### src/rtl/maze_walker.sv
`default_nettype none
// ============================================================================
// Module   : maze_walker
// Brief    : Wall-following maze walker. It probes neighbouring cells through a
//            registered read/write strobe interface and stops at the maze border.
//            Optional step limit is enabled with `define MAZE_STEP_LIMIT_EN.
// Revision : 1.0
// ============================================================================
module maze_walker #(
    parameter int MAZE_WIDTH = 6,
    parameter int STEP_W     = 16
) (
    input  logic                  clk,
    input  logic                  rst_n,
    input  logic                  start,
    input  logic [MAZE_WIDTH-1:0] starting_row,
    input  logic [MAZE_WIDTH-1:0] starting_col,
    input  logic                  hand_sel,
    input  logic                  maze_in,
    output logic [MAZE_WIDTH-1:0] row,
    output logic [MAZE_WIDTH-1:0] col,
    output logic                  maze_oe,
    output logic                  maze_we,
    output logic                  busy,
    output logic                  done,
    output logic                  fail,
    output logic [STEP_W-1:0]     step_count
);

    localparam logic [2:0] c_S_IDLE  = 3'd0;
    localparam logic [2:0] c_S_MARK  = 3'd1;
    localparam logic [2:0] c_S_PROBE = 3'd2;
    localparam logic [2:0] c_S_CHECK = 3'd3;
    localparam logic [2:0] c_S_WRITE = 3'd4;
    localparam logic [2:0] c_S_DONE  = 3'd5;
    localparam logic [2:0] c_S_FAIL  = 3'd6;

    localparam logic [1:0] c_HEAD_N = 2'd0;
    localparam logic [1:0] c_HEAD_E = 2'd1;
    localparam logic [1:0] c_HEAD_S = 2'd2;

    localparam logic [MAZE_WIDTH-1:0] c_ONE      = MAZE_WIDTH'(1);
    localparam logic [MAZE_WIDTH-1:0] c_EDGE     = {MAZE_WIDTH{1'b1}};
    localparam logic [STEP_W-1:0]     c_STEP_ONE = STEP_W'(1);

    logic [2:0]            r_state;
    logic [2:0]            w_state_nxt;
    logic [MAZE_WIDTH-1:0] r_cur_row;
    logic [MAZE_WIDTH-1:0] r_cur_col;
    logic [1:0]            r_head;
    logic [1:0]            r_cand;
    logic                  r_hand;
    logic [2:0]            r_turns;
    logic [STEP_W-1:0]     r_steps;
    logic [MAZE_WIDTH-1:0] r_row;
    logic [MAZE_WIDTH-1:0] r_col;
    logic                  r_oe;
    logic                  r_we;
    logic                  r_busy;
    logic                  r_done;
    logic                  r_fail;

    logic                  w_cur_border;
    logic                  w_limit_hit;
    logic [1:0]            w_hand_side;
    logic [1:0]            w_cand_rot;
    logic [1:0]            w_cand_nxt;
    logic [2:0]            w_turns_inc;
    logic [STEP_W-1:0]     w_steps_inc;
    logic [2*MAZE_WIDTH-1:0] w_probe_cell;
    logic [MAZE_WIDTH-1:0] w_row_nxt;
    logic [MAZE_WIDTH-1:0] w_col_nxt;
    logic                  w_oe_nxt;
    logic                  w_we_nxt;
    logic                  w_busy_nxt;
    logic                  w_done_nxt;
    logic                  w_fail_nxt;

    function automatic logic [2*MAZE_WIDTH-1:0] step_to(
        input logic [MAZE_WIDTH-1:0] r,
        input logic [MAZE_WIDTH-1:0] c,
        input logic [1:0]            dir
    );
        case (dir)
            c_HEAD_N: step_to = {r - c_ONE, c};
            c_HEAD_E: step_to = {r, c + c_ONE};
            c_HEAD_S: step_to = {r + c_ONE, c};
            default:  step_to = {r, c - c_ONE};
        endcase
    endfunction

    assign w_cur_border = (r_cur_row == '0) || (r_cur_row == c_EDGE) ||
                          (r_cur_col == '0) || (r_cur_col == c_EDGE);

    // Right-hand walker turns clockwise toward its hand, left-hand anticlockwise;
    // a blocked probe rotates the opposite way.
    assign w_hand_side = r_hand ? (r_head - 2'd1) : (r_head + 2'd1);
    assign w_cand_rot  = r_hand ? (r_cand + 2'd1) : (r_cand - 2'd1);
    assign w_cand_nxt  = (r_state == c_S_CHECK) ? w_cand_rot : w_hand_side;
    assign w_turns_inc = r_turns + 3'd1;
    assign w_steps_inc = (&r_steps) ? r_steps : (r_steps + c_STEP_ONE);
    assign w_probe_cell = step_to(r_cur_row, r_cur_col, w_cand_nxt);

`ifdef MAZE_STEP_LIMIT_EN
    assign w_limit_hit = &r_steps;
`else
    assign w_limit_hit = 1'b0;
`endif

    always_ff @(posedge clk or negedge rst_n) begin
        if (!rst_n) begin
            r_state <= c_S_IDLE;
        end else begin
            r_state <= w_state_nxt;
        end
    end

    always_comb begin
        w_state_nxt = r_state;
        case (r_state)
            c_S_IDLE, c_S_DONE, c_S_FAIL: begin
                if (start) w_state_nxt = c_S_MARK;
            end
            c_S_MARK:  w_state_nxt = w_cur_border ? c_S_DONE : c_S_PROBE;
            c_S_PROBE: w_state_nxt = c_S_CHECK;
            c_S_CHECK: begin
                if (!maze_in)                  w_state_nxt = c_S_WRITE;
                else if (w_turns_inc == 3'd4)  w_state_nxt = c_S_FAIL;
                else                           w_state_nxt = c_S_PROBE;
            end
            c_S_WRITE: begin
                if (w_cur_border)     w_state_nxt = c_S_DONE;
                else if (w_limit_hit) w_state_nxt = c_S_FAIL;
                else                  w_state_nxt = c_S_PROBE;
            end
            default:   w_state_nxt = c_S_IDLE;
        endcase
    end

    // Outputs are registered, so their next values follow the next state.
    always_comb begin
        w_row_nxt  = r_row;
        w_col_nxt  = r_col;
        w_oe_nxt   = 1'b0;
        w_we_nxt   = 1'b0;
        w_busy_nxt = 1'b0;
        w_done_nxt = 1'b0;
        w_fail_nxt = 1'b0;
        case (w_state_nxt)
            c_S_MARK: begin
                w_row_nxt  = starting_row;
                w_col_nxt  = starting_col;
                w_we_nxt   = 1'b1;
                w_busy_nxt = 1'b1;
            end
            c_S_PROBE: begin
                {w_row_nxt, w_col_nxt} = w_probe_cell;
                w_oe_nxt   = 1'b1;
                w_busy_nxt = 1'b1;
            end
            c_S_CHECK: w_busy_nxt = 1'b1;
            c_S_WRITE: begin
                w_we_nxt   = 1'b1;
                w_busy_nxt = 1'b1;
            end
            c_S_DONE:  w_done_nxt = 1'b1;
            c_S_FAIL: begin
                w_row_nxt  = r_cur_row;
                w_col_nxt  = r_cur_col;
                w_fail_nxt = 1'b1;
            end
            default: ;
        endcase
    end

    always_ff @(posedge clk or negedge rst_n) begin
        if (!rst_n) begin
            r_row     <= '0;
            r_col     <= '0;
            r_oe      <= 1'b0;
            r_we      <= 1'b0;
            r_busy    <= 1'b0;
            r_done    <= 1'b0;
            r_fail    <= 1'b0;
            r_cur_row <= '0;
            r_cur_col <= '0;
            r_head    <= c_HEAD_N;
            r_cand    <= c_HEAD_N;
            r_hand    <= 1'b0;
            r_turns   <= '0;
            r_steps   <= '0;
        end else begin
            r_row  <= w_row_nxt;
            r_col  <= w_col_nxt;
            r_oe   <= w_oe_nxt;
            r_we   <= w_we_nxt;
            r_busy <= w_busy_nxt;
            r_done <= w_done_nxt;
            r_fail <= w_fail_nxt;
            if (w_state_nxt == c_S_PROBE) r_cand <= w_cand_nxt;
            case (r_state)
                c_S_IDLE, c_S_DONE, c_S_FAIL: begin
                    if (start) begin
                        r_cur_row <= starting_row;
                        r_cur_col <= starting_col;
                        r_hand    <= hand_sel;
                        r_head    <= c_HEAD_N;
                        r_turns   <= '0;
                        r_steps   <= '0;
                    end
                end
                c_S_CHECK: begin
                    if (!maze_in) begin
                        r_cur_row <= r_row;
                        r_cur_col <= r_col;
                        r_head    <= r_cand;
                        r_steps   <= w_steps_inc;
                        r_turns   <= '0;
                    end else begin
                        r_turns   <= w_turns_inc;
                    end
                end
                default: ;
            endcase
        end
    end

    assign row        = r_row;
    assign col        = r_col;
    assign maze_oe    = r_oe;
    assign maze_we    = r_we;
    assign busy       = r_busy;
    assign done       = r_done;
    assign fail       = r_fail;
    assign step_count = r_steps;

endmodule
`default_nettype wire
### config.mk
export PLATFORM = sky130hd
export DESIGN_NAME = maze_walker
export DESIGN_NICKNAME = d
export VERILOG_FILES = /design/src/rtl/maze_walker.sv
export SDC_FILE = /design/constraint.sdc
export NUM_CORES = 1
export LEC_CHECK = 0
export ABC_AREA = 1
export BUFFER_PORTS_ARGS = -buffer_cell sky130_fd_sc_hd__buf_4
export CAP_MARGIN = 10
export CORE_UTILIZATION = 35
export DETAILED_ROUTE_END_ITERATION = 10
export PLACE_DENSITY = 0.62
export SKIP_LAST_GASP = 1
export SLEW_MARGIN = 25
export SYNTH_ARGS = -nofsm -noshare
export SYNTH_HDL_FRONTEND = slang
export SYNTH_SLANG_ARGS = --single-unit
### constraint.sdc
create_clock -name clk -period 4.1 [get_ports clk]
set_input_delay 0.205 -clock clk [delete_from_list [all_inputs] [get_ports clk]]
set_output_delay 0.205 -clock clk [all_outputs]
set_load 0.01 [all_outputs]
Word level (Yosys, flattened, before mapping)
Cells that the tools add are included.
{"block": "classes", "add_sub_neg": 10, "eq_ne": 20, "n_mux": 32, "n_reduce_logical": 18}
{"operator": "two-way mux 16 bit", "count": 3}
{"operator": "one-hot mux 12 bit (3 select lines)", "count": 1}
{"operator": "one-hot mux 6 bit (3 select lines)", "count": 2}
{"operator": "one-hot mux 16 bit (2 select lines)", "count": 1}
{"operator": "two-way mux 6 bit", "count": 4}
{"operator": "one-hot mux 6 bit (2 select lines)", "count": 2}
{"operator": "equality test 3 bit, second input constant", "count": 7}
{"operator": "two-way mux 3 bit", "count": 6}
{"operator": "adder 16 x 1 -> 16 bit, second input constant", "count": 1}
{"operator": "AND reduction 16 bit", "count": 1}
{"operator": "adder 6 x 1 -> 6 bit, second input constant", "count": 2}
{"operator": "equality test 3 x 2 -> 1 bit, second input constant", "count": 4}
{"operator": "equality test 6 bit, second input constant", "count": 2}
{"operator": "zero test 6 bit", "count": 2}
{"operator": "one-hot mux 3 bit (4 select lines)", "count": 1}
{"operator": "subtractor 6 x 1 -> 6 bit, second input constant", "count": 2}
{"operator": "two-way mux 2 bit", "count": 5}
{"operator": "equality test 3 x 1 -> 1 bit, second input constant", "count": 2}
{"operator": "!= test 2 bit, second input constant", "count": 3}
{"operator": "one-hot mux 3 bit (2 select lines)", "count": 1}
{"operator": "two-way mux 1 bit", "count": 5}
{"operator": "adder 2 x 1 -> 2 bit, second input constant", "count": 2}
{"operator": "one-hot mux 2 bit (2 select lines)", "count": 1}
{"operator": "AND reduction 2 bit", "count": 2}
{"operator": "14 further kinds", "count": 18}
{"block": "totals", "reg_bits": 56, "inputBits": 17, "output_inout_bits": 33, "word_cells": 95}

Depth between registers and ports, before layout
Gate-level depths: netlist of the first run.
{"block": "logic_depth", "word_depth": 9, "depth_mapped": 23, "depth_no_buf": 23}

Worst setup path before layout of the first run
No wires, ideal clock.
{"block": "synth_path", "path_kind": "register to register", "start": "reg r_state[2]", "end": "reg r_col[5], in the netlist col[5]", "setup_time_ns": 0.117, "arrival_ns": 2.363, "t_required_ns": 3.983, "slack_ns": 1.620, "stages_incl_launch_ff": 21, "n_path_buf": 1, "synth_period_minus_slack_ns": 2.480, "path_cell_list": "dfrtp_1 -> buf_4 -> nor2_4 -> inv_2 -> nand3_1 -> nand2_1 -> nor2_1 -> inv_1 -> ha_1 -> nand2_1 -> nand2_1 -> nand2_1 -> nand2_1 -> nor2_1 -> inv_1 -> nand2_1 -> nand2_1 -> o21ai_0 -> nand3_1 -> nand2_1 -> nand2_1"}
{"block": "synth_between", "elab_chain_len": 5, "elab_cells_between_ends": 21, "classes_between": "eq/ne: 11; mux: 5; reduce/logical: 5"}
{"element": "start, declared", "line_no": "46", "text": "logic [2:0] r_state;"}
{"element": "start signal, assigned", "line_no": "112", "text": "r_state <= c_S_IDLE;"}
{"element": "start signal, assigned", "line_no": "114", "text": "r_state <= w_state_nxt;"}
{"element": "equality test 3 bit (tied with other cells)", "line_no": "120", "text": "case (r_state)"}
{"element": "OR reduction 3 bit (tied with other cells)", "line_no": "120"}
{"element": "one-hot mux 3 bit (4 select lines) (tied with other cells)", "line_no": "120"}
{"element": "equality test 3 bit (tied with other cells)", "line_no": "149", "text": "case (w_state_nxt)"}
{"element": "one-hot mux 6 bit (3 select lines) / nonzero test 3 bit (equally long branches)"}
{"element": "end signal, assigned", "line_no": "194", "text": "r_col <= w_col_nxt;"}
{"element": "end, declared", "line_no": "56", "text": "logic [MAZE_WIDTH-1:0] r_col;"}
Several ways; a longest one is shown, not always the timed one.
A chain may end at the register's enable or synchronous reset.

Worst setup path after layout of the first run
{"block": "layout_path", "start": "reg r_state[1]", "end": "reg r_row[5], in the netlist row[5]"}
{"block": "layout_between", "elab_chain_len": 5, "elab_cells_between_ends": 21, "classes_between": "eq/ne: 11; mux: 5; reduce/logical: 5"}
{"element": "equality test 3 bit (tied with other cells)", "line_no": "120"}
{"element": "OR reduction 3 bit (tied with other cells)", "line_no": "120"}
{"element": "one-hot mux 3 bit (4 select lines) (tied with other cells)", "line_no": "120"}
{"element": "equality test 3 bit (tied with other cells)", "line_no": "149"}
{"element": "one-hot mux 6 bit (3 select lines) / nonzero test 3 bit (equally long branches)"}
{"element": "end signal, assigned", "line_no": "193", "text": "r_row <= w_row_nxt;"}
{"element": "end, declared", "line_no": "55", "text": "logic [MAZE_WIDTH-1:0] r_row;"}
Several ways; a longest one is shown, not always the timed one.

==> run summary, run 1 <==
status = finished clean
Clock Power Share = 8.3%
CTS root buf = clkbuf_8
crit path max fanout = 12
Post-Place Cells = 699
CP arrival = 3230 ps
FF+latch count, synth = 56
pin count of the biggest net entering global routing = 57
hold buffer count at cts = 1
Post-synth EDFFs = 0
routed length per placed instance = 12.9 µm
Die Ht = 106 µm
pre-CTS WS = 1120 ps
port buffer count = 49
first-pass GRT wire length = 15.5 mm
Util after Layout = 41.7%
Clock Path Buffers = 2
CTS buffer count = 5
full die area = 0.0112 mm²
RSZ-0062 raised after global routing = false
H-tree depth = 2
Total GRT Usage = 17.1%
Min-Delay Path Class = input port to flop
First-pass DRT Iterations = 5
most common cell in the synthesized netlist = nand2_1
combinational share of power = 67.6%
sequential power share = 24.1%
Internal Power = 1850 µW
syn nets = 560
Iter 0 DRT Violations = 168
final std cells w/o fill = 708
initial core utilization = 36.3%
Post-Route WL = 9.14 mm
P&R area growth vs syn = 14.6%
post_cts resized = 0
Final period util = 73.0%
actual slew at the worst max-slew pin = 936 ps
placed instance area = 0.00423 mm²
Worst VDD drop = 0.423 mV
FMAX = 0.334 GHz
post-layout net count = 601
final setup margin = 1110 ps
Fin. Hold Viols = 0
PD cells = 929 mW/mm²
Detailed Place HPWL = 6.60 mm
via count = 3,492
Critical Path Start Type = flop
top cells by area in the synthesized netlist = dfrtp_1 (37%), nand2_1 (15%), nand3_1 (6.2%), inv_1 (6.1%), nor2_1 (5.1%)
n_diodes = 0
vias in the first global route = 3,254
initial antenna violation count = 0
Routability Congestion = 0.864
Synth area leader = dfrtp_1
Synth top cells by count = nand2_1 (148), inv_1 (62), dfrtp_1 (56), nor2_1 (51), nand3_1 (47)
Final min period = 2990 ps
Mapped Avg Cell Area = 7.14 µm²
Synth top area share = 37.0%
vias per inst = 4.93
Synth Instances = 530
share of flip-flops with an asynchronous set or reset = 100%
Die Width = 106 µm
Rows = 37
Leak = 0.00215 µW
I/O Pins = 50
layout cells sized above 1 = 14.3%
Seq/Total Area, Yosys = 37.0%
Sw Ratio = 54.1%
Required @ worst endpoint = 4340 ps
post-CTS setup buffer count = 0
maxcap violations = 0
CTS tree = yes
Sw Pwr = 2180 µW
Crit. End Element = flop
Max Slew Vio Count = 0
CTS clk-pin slew, worst paths = 120 ps
clock sink count = 56
final instance area = 0.00434 mm²
# DRC = 0
Setup Skew = 18.6 ps
Max transition margin = 37.4%
Distinct cells, synth = 36
Top FF cell, synth = dfrtp_1
core area = 0.0104 mm²
final setup fails = 0
Setup TNS Final = 0 ps
Mapped Area = 0.00378 mm²
DRT antenna net count = 0
grt total ovfl = 0
synth warn = 0
Worst-Skew Late Latency = 330 ps
Crit Path Class = flop to flop
worst max-delay path: stages, from the launching register on:
cell	delay (ps)
dfrtp_1	430
nand2_2	110
nor2_4	270
nand2_1	110
o21ai_1	390
nand2_1	300
ha_1	420
nand2_1	70
inv_1	70
nand3_1	70
nand3_1	110
inv_1	50
nand2_1	60
nand2_1	70
o21ai_0	170
nand3_1	100
nand2_1	70
nand2_1	40
per-layer routing:
metal  global-route usage, %  vias to the layer above  share of wire, %
met1                    23.1                     1582                48
met2                    28.5                       87                47
met3                    2.33                        7               4.5
met4                    4.96                        0              0.74
met5                       0                        -                 0
li1                        -                     1816                 -
power by group through the flow:
| stage | Clock [µW] | Sequential, µW | Combinational [µW] |
|---|---|---|---|
| after floorplan | 0 | 959 | 2140 |
| after global placement | 0 | 973 | 2680 |
| after detailed placement | 0 | 983 | 2710 |
| after CTS | 341 | 972 | 2730 |
| after global routing | 359 | 1010 | 3120 |
| final | 333 | 971 | 2730 |
state kept, by name (all words and copies together), names as in the netlist:
register    flops
r_cand          2
row             6
fail            1
r_state         3
done            1
r_turns         3
r_head          2
maze_we         1
r_cur_row       6
col             6
r_hand          1
busy            1
maze_oe         1
step_count     16
r_cur_col       6
kinds of logic after synthesis:
group	share of synthesized area (%)
and+or+nand+nor	35.2
buffers and inverters	9.49
AOI/OAI and AO/OA	11.2
DFF	37.0
adders and majority gates	4.69
xor gates and xnor gates	2.31
path summary, 6_finish.rpt:
| check | start | end | slack (ps) | depth (start not counted) |
|---|---|---|---|---|
| max | r_state[1]$_DFF_PN0_ | row[5]$_DFFE_PN0P_ | 1110 | 17 |
| min | maze_in | r_head[0]$_DFFE_PN0P_ | 120 | 2 |
| min reg2reg | r_turns[1]$_DFFE_PN0P_ | r_turns[1]$_DFFE_PN0P_ | 540 | 1 |
| max in group asynchronous | rst_n | fail$_DFF_PN0_ | 3130 | 2 |
| max reg2reg | r_state[1]$_DFF_PN0_ | row[5]$_DFFE_PN0P_ | 1110 | 17 |
| min in group asynchronous | rst_n | r_turns[0]$_DFFE_PN0P_ | 470 | 2 |
cell usage in the layout, fill, tap and decap left out, types with 2 or more instances in the layout:
| master | netlist | final |
|---|---|---|
| nand2_1 | 148 | 148 |
| inv_1 | 62 | 62 |
| dfrtp_1 | 56 | 56 |
| nor2_1 | 51 | 51 |
| buf_4 | 2 | 51 |
| nand3_1 | 47 | 47 |
| o21ai_0 | 29 | 29 |
| nand4_1 | 21 | 21 |
| a21oi_1 | 12 | 12 |
| ha_1 | 11 | 11 |
| o31ai_1 | 10 | 10 |
| a31oi_1 | 8 | 8 |
| xor2_1 | 7 | 7 |
| inv_2 | 6 | 6 |
| o21ai_1 | 5 | 5 |
| o211ai_1 | 5 | 5 |
| clkbuf_8 | 0 | 5 |
| nand2_2 | 4 | 4 |
| nor2_4 | 4 | 4 |
| nor3_1 | 4 | 4 |
| xnor2_1 | 3 | 3 |
| or2_1 | 3 | 3 |
| or2_2 | 3 | 3 |
| nand3b_1 | 2 | 2 |
| fa_1 | 2 | 2 |
| clkinv_4 | 0 | 2 |
metrics by stage:
stage / total power, µW / hold WS [ps]
after floorplan: 3100 / -90.6
after global placement: 3660 / 315
after detailed placement: 3690 / 325
after CTS: 4050 / 120
after global routing: 4490 / 129
final: 4030 / 119
cell type report:
| class | instances | area, µm² |
|---|---|---|
| clock buffer | 5 | 68.8 |
| tap | 136 | 170 |
| clock inverter | 3 | 26.3 |
| inverter | 68 | 255 |
| sequential | 56 | 1400 |
| multi-input combinational | 388 | 2020 |
| fill | 1097 | 6080 |
| timing repair buffer | 52 | 393 |
No activity file was read; power rests on OpenSTA's default activity.
==> run 2: changes to the inputs <==
--- a/config.mk
+++ b/config.mk
@@ -5,12 +5,12 @@
 export SDC_FILE = /design/constraint.sdc
 export NUM_CORES = 1
 export LEC_CHECK = 0
-export ABC_AREA = 1
+export ABC_AREA = 0
 export BUFFER_PORTS_ARGS = -buffer_cell sky130_fd_sc_hd__buf_4
 export CAP_MARGIN = 10
 export CORE_UTILIZATION = 35
 export DETAILED_ROUTE_END_ITERATION = 10
-export PLACE_DENSITY = 0.62
+export PLACE_DENSITY = 0.64
 export SKIP_LAST_GASP = 1
 export SLEW_MARGIN = 25
 export SYNTH_ARGS = -nofsm -noshare
==> constraint.sdc (replaced) <==
create_clock -name clk -period 2.6 [get_ports clk]
set_input_delay 0.13 -clock clk [delete_from_list [all_inputs] [get_ports clk]]
set_output_delay 0.13 -clock clk [all_outputs]
set_load 0.01 [all_outputs]
==> run 2 against run 1 <==
Against the previous run: flip-flop and latch count unchanged; clock skew decreased by 10 ps; via count decreased by 18%; first-iteration DRC count decreased by 52%; total power increased by 59%; setup slack got worse by 1100 ps; global-route usage decreased by 0.79 points; non-clock buffer count increased by 24; combinational power increased by 60%; synthesized area decreased by 9.3%; design area decreased by 2.0%; critical path type unchanged; largest cell class unchanged.
==> run summary, run 2 <==
clock sink count = 56 (unchanged)
placed instance area = 0.00406 mm² (was 0.00423 mm²)
Post-Place Cells = 548 (was 699)
Util after Layout = 45.4% (was 41.7%)
Distinct cells, synth = 52 (was 36)
status = finished clean (unchanged)
vias in the first global route = 2,712 (was 3,254)
H-tree depth = 2 (unchanged)
Mapped Avg Cell Area = 9.30 µm² (was 7.14 µm²)
final setup fails = 0 (unchanged)
FF+latch count, synth = 56 (unchanged)
Total GRT Usage = 16.3% (was 17.1%)
initial antenna violation count = 0 (unchanged)
PD cells = 1510 mW/mm² (was 929 mW/mm²)
Min-Delay Path Class = input port to flop (unchanged)
CTS buffer count = 5 (unchanged)
commonest non-fill, non-tap cells in the layout = buf_4 (74), dfrtp_1 (56), nand2_1 (48) (was nand2_1 (148), inv_1 (62), dfrtp_1 (56))
share of flip-flops with an asynchronous set or reset = 100% (unchanged)
First-pass DRT Iterations = 5 (unchanged)
Post-synth EDFFs = 0 (unchanged)
syn nets = 399 (was 560)
Die Ht = 101 µm (was 106 µm)
vias per inst = 5.12 (was 4.93)
synth warn = 0 (unchanged)
P&R area growth vs syn = 23.8% (was 14.6%)
DRT antenna net count = 0 (unchanged)
full die area = 0.0102 mm² (was 0.0112 mm²)
I/O Pins = 50 (unchanged)
Worst VDD drop = 0.609 mV (was 0.423 mV)
routed length per placed instance = 14.0 µm (was 12.9 µm)
Rows = 35 (was 37)
n_diodes = 0 (unchanged)
CTS root buf = clkbuf_8 (unchanged)
via count = 2,868 (was 3,492)
crit path max fanout = 5 (was 12)
Worst-Skew Late Latency = 320 ps (was 330 ps)
WHS = 71.5 ps (was 119 ps)
Synth area leader = dfrtp_1 (unchanged)
Final period util = 98.7% (was 73.0%)
core area = 0.00937 mm² (was 0.0104 mm²)
maxcap violations = 0 (unchanged)
Critical Path Start Type = flop (unchanged)
RSZ-0062 raised after global routing = true (was false)
Final min period = 2570 ps (was 2990 ps)
top cells by area in the synthesized netlist = dfrtp_1 (41%), nand2_1 (5.4%), xor2_1 (4.8%), nor2_1 (4.8%), ha_1 (4.0%) (was dfrtp_1 (37%), nand2_1 (15%), nand3_1 (6.2%), inv_1 (6.1%), nor2_1 (5.1%))
Clock Path Buffers = 2 (unchanged)
Crit Path Class = flop to flop (unchanged)
actual slew at the worst max-slew pin = 724 ps (was 936 ps)
Post-Route WL = 7.86 mm (was 9.14 mm)
initial core utilization = 36.6% (was 36.3%)
Synth Instances = 369 (was 530)
pin count of the biggest net entering global routing = 57 (unchanged)
Detailed Place HPWL = 5.46 mm (was 6.60 mm)
Synth top area share = 40.8% (was 37.0%)
commonest non-fill, non-tap cell in the layout = buf_4 (was nand2_1)
Top FF cell, synth = dfrtp_1 (unchanged)
port buffer count = 49 (unchanged)
Synth top cells by count = dfrtp_1 (56), nand2_1 (49), nor2_1 (44), xor2_1 (19), a21oi_1 (17) (was nand2_1 (148), inv_1 (62), dfrtp_1 (56), nor2_1 (51), nand3_1 (47))
CTS clk-pin slew, worst paths = 110 ps (was 120 ps)
Leak = 0.00206 µW (was 0.00215 µW)
post-layout net count = 460 (was 601)
# DRC = 0 (unchanged)
Die Width = 101 µm (was 106 µm)
Seq/Total Area, Yosys = 40.8% (was 37.0%)
Mapped Area = 0.00343 mm² (was 0.00378 mm²)
final std cells w/o fill = 560 (was 708)
Largest register FFs = 16 (unchanged)
Max transition margin = 51.7% (was 37.4%)
FMAX = 0.390 GHz (was 0.334 GHz)
CTS tree = yes (unchanged)
Fin. Hold Viols = 0 (unchanged)
Iter 0 DRT Violations = 81 (was 168)
Crit. End Element = flop (unchanged)
most common cell in the synthesized netlist = dfrtp_1 (was nand2_1)
grt total ovfl = 0 (unchanged)
Max Slew Vio Count = 0 (unchanged)
Setup Skew = 8.37 ps (was 18.6 ps)
layout cells sized above 1 = 26.0% (was 14.3%)
first-pass GRT wire length = 13.1 mm (was 15.5 mm)
final instance area = 0.00425 mm² (was 0.00434 mm²)
Routability Congestion = 0.814 (was 0.864)
Required @ worst endpoint = 2850 ps (was 4340 ps)
CP arrival = 2810 ps (was 3230 ps)
[run 2: cells by family after synthesis]
group | count (synthesis) | share of synthesized area (%)
fa+ha+maj | 13 | 5.17
xor+xnor | 29 | 7.40
compound gates | 74 | 15.6
buf+inv | 28 | 3.61
flops | 56 | 40.8
mux | 21 | 6.45
simple gates | 148 | 20.9
[run 2: worst max-delay path: stages, from the launching register on]
cell,delay [ps]
dfrtp_1,430
xnor2_1,250
mux2i_4,110
xnor2_2,180
or2_4,280
ha_4,230
a211oi_2,200
o21bai_1,90
a21oi_1,170
xor2_1,90
or3_1,310
a31oi_1,160
[run 2: repair_timing]
action / 4_1_cts / 5_1_grt
gates resized for setup: 2 / 8
gates cloned: 0 / 0
hold endpoints to repair: 57 / 0
hold buffers: 2 / 0
buffers inserted: 1 / 1
endpoints found under the setup margin: 2 / 4
pin swaps: 1 / 6
[run 2: metal layers]
| layer | global-route usage (%) | up-vias | wire [µm] |
|---|---|---|---|
| met3 | 2.70 | 9 | 231 |
| met4 | 4.01 | 0 | 82 |
| met5 | 0 | - | 0 |
| met2 | 26.9 | 50 | 3710 |
| met1 | 22.2 | 1395 | 3830 |
| li1 | - | 1414 | - |
[run 2: path summary, 6_finish.rpt]
kind / from / end / slack [ps] / cells after the start
min in group asynchronous: rst_n / row[4]$_DFFE_PN0P_ / 400 / 2
max in group asynchronous: rst_n / busy$_DFF_PN0_ / 1720 / 2
worst min-delay path: starting_row[4] / r_cur_row[4]$_DFFE_PN0P_ / 70 / 3
worst max-delay path: r_cand[1]$_DFFE_PN0P_ / col[5]$_DFFE_PN0P_ / 30 / 11
worst max register to register: r_cand[1]$_DFFE_PN0P_ / col[5]$_DFFE_PN0P_ / 30 / 11
worst min register to register: r_turns[2]$_DFFE_PN0P_ / r_turns[2]$_DFFE_PN0P_ / 530 / 1
[run 2: power breakdown]
group / internal (µW) / switching [µW] / total (µW)
clock network: 199 / 318 / 517
registers: 1200 / 329 / 1520
logic: 2230 / 2160 / 4380
total: 3620 / 2800 / 6430
[run 2: stage by stage]
| stage | total power, µW | setup WS (ps) | TNS, ps |
|---|---|---|---|
| global placement | 5500 | 52.8 | 0 |
| finish | 6430 | 34.9 | 0 |
| global route | 7060 | -154 | -466 |
| floorplan | 4390 | -34.5 | -59.7 |
| CTS | 6210 | 0.554 | 0 |
| detailed placement | 5580 | -84.0 | -84.0 |
[run 2: layout make-up]
class / count / area (µm²)
clock buffers: 5 / 68.8
flip-flops and latches: 56 / 1400
fillers: 905 / 5120
repair buffers: 76 / 576
well taps: 129 / 161
inverters: 6 / 22.5
clock inverters: 3 / 26.3
multi-input cells: 285 / 2000
==> run 3: changes to the inputs <==
--- a/config.mk
+++ b/config.mk
@@ -10,7 +10,8 @@
 export CAP_MARGIN = 10
 export CORE_UTILIZATION = 35
 export DETAILED_ROUTE_END_ITERATION = 10
-export PLACE_DENSITY = 0.64
+export PLACE_DENSITY = 0.51
+export SETUP_SLACK_MARGIN = 0.05
 export SKIP_LAST_GASP = 1
 export SLEW_MARGIN = 25
 export SYNTH_ARGS = -nofsm -noshare
==> run 3 against run 2 <==
Against the previous run: cell count decreased by 1.1%; setup slack improved by 15 ps; largest cell class unchanged; sequential power about the same; largest power group unchanged.
==> run summary, run 3 (synthesis results as in run 2) <==
status = finished clean (unchanged)
Worst VDD drop = 0.715 mV (was 0.609 mV)
Max transition margin = 50.7% (was 51.7%)
Crit Path Class = flop to flop (unchanged)
grt total ovfl = 0 (unchanged)
H-tree depth = 2 (unchanged)
first-pass GRT wire length = 13.4 mm (was 13.1 mm)
Total GRT Usage = 16.6% (was 16.3%)
Setup Skew = 11.6 ps (was 8.37 ps)
vias per inst = 5.03 (was 5.12)
Required @ worst endpoint = 2840 ps (was 2850 ps)
RSZ-0062 raised after global routing = true (unchanged)
Rows = 35 (unchanged)
Cell Chain, Critical Path = nand3b_4 -> mux2i_4 -> xnor2_2 -> nand2_2 -> ha_1 -> a211oi_2 -> o21bai_1 -> a21oi_1 -> xnor2_1 -> or3_1 -> a31oi_1 (was xnor2_1 -> mux2i_4 -> xnor2_2 -> or2_4 -> ha_4 -> a211oi_2 -> o21bai_1 -> a21oi_1 -> xor2_1 -> or3_1 -> a31oi_1)
CTS clk-pin slew, worst paths = 110 ps (about the same)
core area = 0.00937 mm² (unchanged)
Slowest cell on crit path = dfrtp_1 (unchanged)
placed instance area = 0.00406 mm² (about the same)
First-pass DRT Iterations = 4 (was 5)
final setup margin = 49.9 ps (was 34.9 ps)
Fin. Hold Viols = 0 (unchanged)
actual slew at the worst max-slew pin = 739 ps (was 724 ps)
layout cells sized above 1 = 24.7% (was 26.0%)
Critical Path Start Type = flop (unchanged)
Leak = 0.00203 µW (was 0.00206 µW)
CTS tree = yes (unchanged)
CTS buffer count = 5 (unchanged)
Routability Congestion = 0.760 (was 0.814)
crit path max fanout = 5 (unchanged)
commonest non-fill, non-tap cells in the layout = buf_4 (69), dfrtp_1 (56), nand2_1 (47) (was buf_4 (74), dfrtp_1 (56), nand2_1 (48))
FMAX = 0.392 GHz (was 0.390 GHz)
Largest register FFs = 16 (unchanged)
Max Slew Vio Count = 0 (unchanged)
worst setup path startpoint = r_state[2]$_DFF_PN0_ (was r_cand[1]$_DFFE_PN0P_)
routed length per placed instance = 14.5 µm (was 14.0 µm)
PD cells = 1480 mW/mm² (was 1510 mW/mm²)
I/O Pins = 50 (unchanged)
Worst-Skew Late Latency = 310 ps (was 320 ps)
Min-Delay Path Class = input port to flop (unchanged)
clock sink count = 56 (unchanged)
Reg-to-Reg End = row[5]$_DFFE_PN0P_ (was col[5]$_DFFE_PN0P_)
port buffer count = 49 (unchanged)
R2R depth = 11 (unchanged)
initial core utilization = 36.6% (unchanged)
Iter 0 DRT Violations = 119 (was 81)
pre-CTS WS = 22.3 ps (was -84.0 ps)
Setup TNS Final = 0 ps (unchanged)
crit-path max cell delay = 400 ps (was 430 ps)
n_diodes = 0 (unchanged)
via count = 2,788 (was 2,868)
Final min period = 2550 ps (was 2570 ps)
Util after Layout = 44.7% (was 45.4%)
Post-Route WL = 8.03 mm (was 7.86 mm)
initial antenna violation count = 0 (unchanged)
CTS root buf = clkbuf_8 (unchanged)
maxcap violations = 0 (unchanged)
post-layout net count = 454 (was 460)
flop2flop setup slack = 50 ps (was 30 ps)
final setup fails = 0 (unchanged)
pin count of the biggest net entering global routing = 57 (unchanged)
commonest non-fill, non-tap cell in the layout = buf_4 (unchanged)
Final period util = 98.1% (was 98.7%)
P&R area growth vs syn = 22.0% (was 23.8%)
critical path capture point = row[5]$_DFFE_PN0P_ (was col[5]$_DFFE_PN0P_)
Die Width = 101 µm (unchanged)
DRT antenna net count = 0 (unchanged)
Clock Path Buffers = 2 (unchanged)
Die Ht = 101 µm (unchanged)
CP arrival = 2790 ps (was 2810 ps)
# DRC = 0 (unchanged)
Critical R2R Launch = r_state[2]$_DFF_PN0_ (was r_cand[1]$_DFFE_PN0P_)
vias in the first global route = 2,643 (was 2,712)
Filler Cells Inserted = 953 (was 905)
final instance area = 0.00419 mm² (was 0.00425 mm²)
full die area = 0.0102 mm² (unchanged)
Crit. End Element = flop (unchanged)
Detailed Place HPWL = 5.72 mm (was 5.46 mm)
-- run 3: cell count changes in the layout (fill, tap and decap cells not counted), sizes merged --
cell	change
buf	-5
dlygate4sd3	-1
inv	-2
clkbuf	+2
-- run 3: final cells by class --
class | count | area [µm²] | share of cell area [%]
Multi-Input combinational cell | 285 | 1990 | 47.5
Sequential cell | 56 | 1400 | 33.5
Timing Repair Buffer | 70 | 528 | 12.6
Tap cell | 129 | 161 | 3.85
Clock buffer | 7 | 76.3 | 1.82
Inverter | 6 | 22.5 | 0.538
Clock inverter | 1 | 8.76 | 0.209
-- run 3: metrics by stage --
stage	hold WS, ps	total power (µW)	cells
6_report	19.0	6210	554
5_1_grt	48.4	6840	554
4_1_cts	2.09	6240	553
3_5_place_dp	250	5660	543
2_1_floorplan	-166	4550	369
3_3_place_gp	251	5600	543
-- run 3: per-layer routing --
metal	global-route usage, %	share of wire (%)
met5	0	0
met4	3.68	0.37
met3	2.22	2.9
met2	27.4	47
met1	23.3	50
-- run 3: worst min-delay path by stage --
stage	from	to	slack, ps	depth (start not counted)
2_1_floorplan	rst_n	busy$_DFF_PN0_	-170	0
3_3_place_gp	rst_n	row[3]$_DFFE_PN0P_	250	1
3_5_place_dp	rst_n	row[4]$_DFFE_PN0P_	250	1
4_1_cts	hand_sel	r_hand$_DFFE_PN0P_	2	3
5_1_grt	hand_sel	r_hand$_DFFE_PN0P_	50	3
6_report	hand_sel	r_hand$_DFFE_PN0P_	20	3
-- run 3: critical path, delay by kind of cell, from the launching register on --
family	cells	cell delay, ps
AND/OR/NAND/NOR	3	620
flip-flops	1	400
AO/OA/AOI/OAI	4	650
XOR/XNOR	2	300
adder cells (fa/ha/maj)	1	320
multiplexers	1	200
-- run 3: what timing repair did --
| item | in CTS | in global routing |
|---|---|---|
| setup endpoints to repair | 2 | 4 |
| hold buffers | 1 | 0 |
| endpoints found under the hold margin | 56 | 0 |
| setup buffers | 1 | 1 |
| gates resized for setup | 2 | 1 |
| pin swaps | 1 | 0 |
-- run 3: power by group --
part           switching, µW  leakage, µW  total (µW)  internal, µW
Clock                    290    0.0000424         483           194
Combinational           2130      0.00129        4210          2080
Sequential               325     0.000696        1520          1200
Total                   2740      0.00203        6210          3470
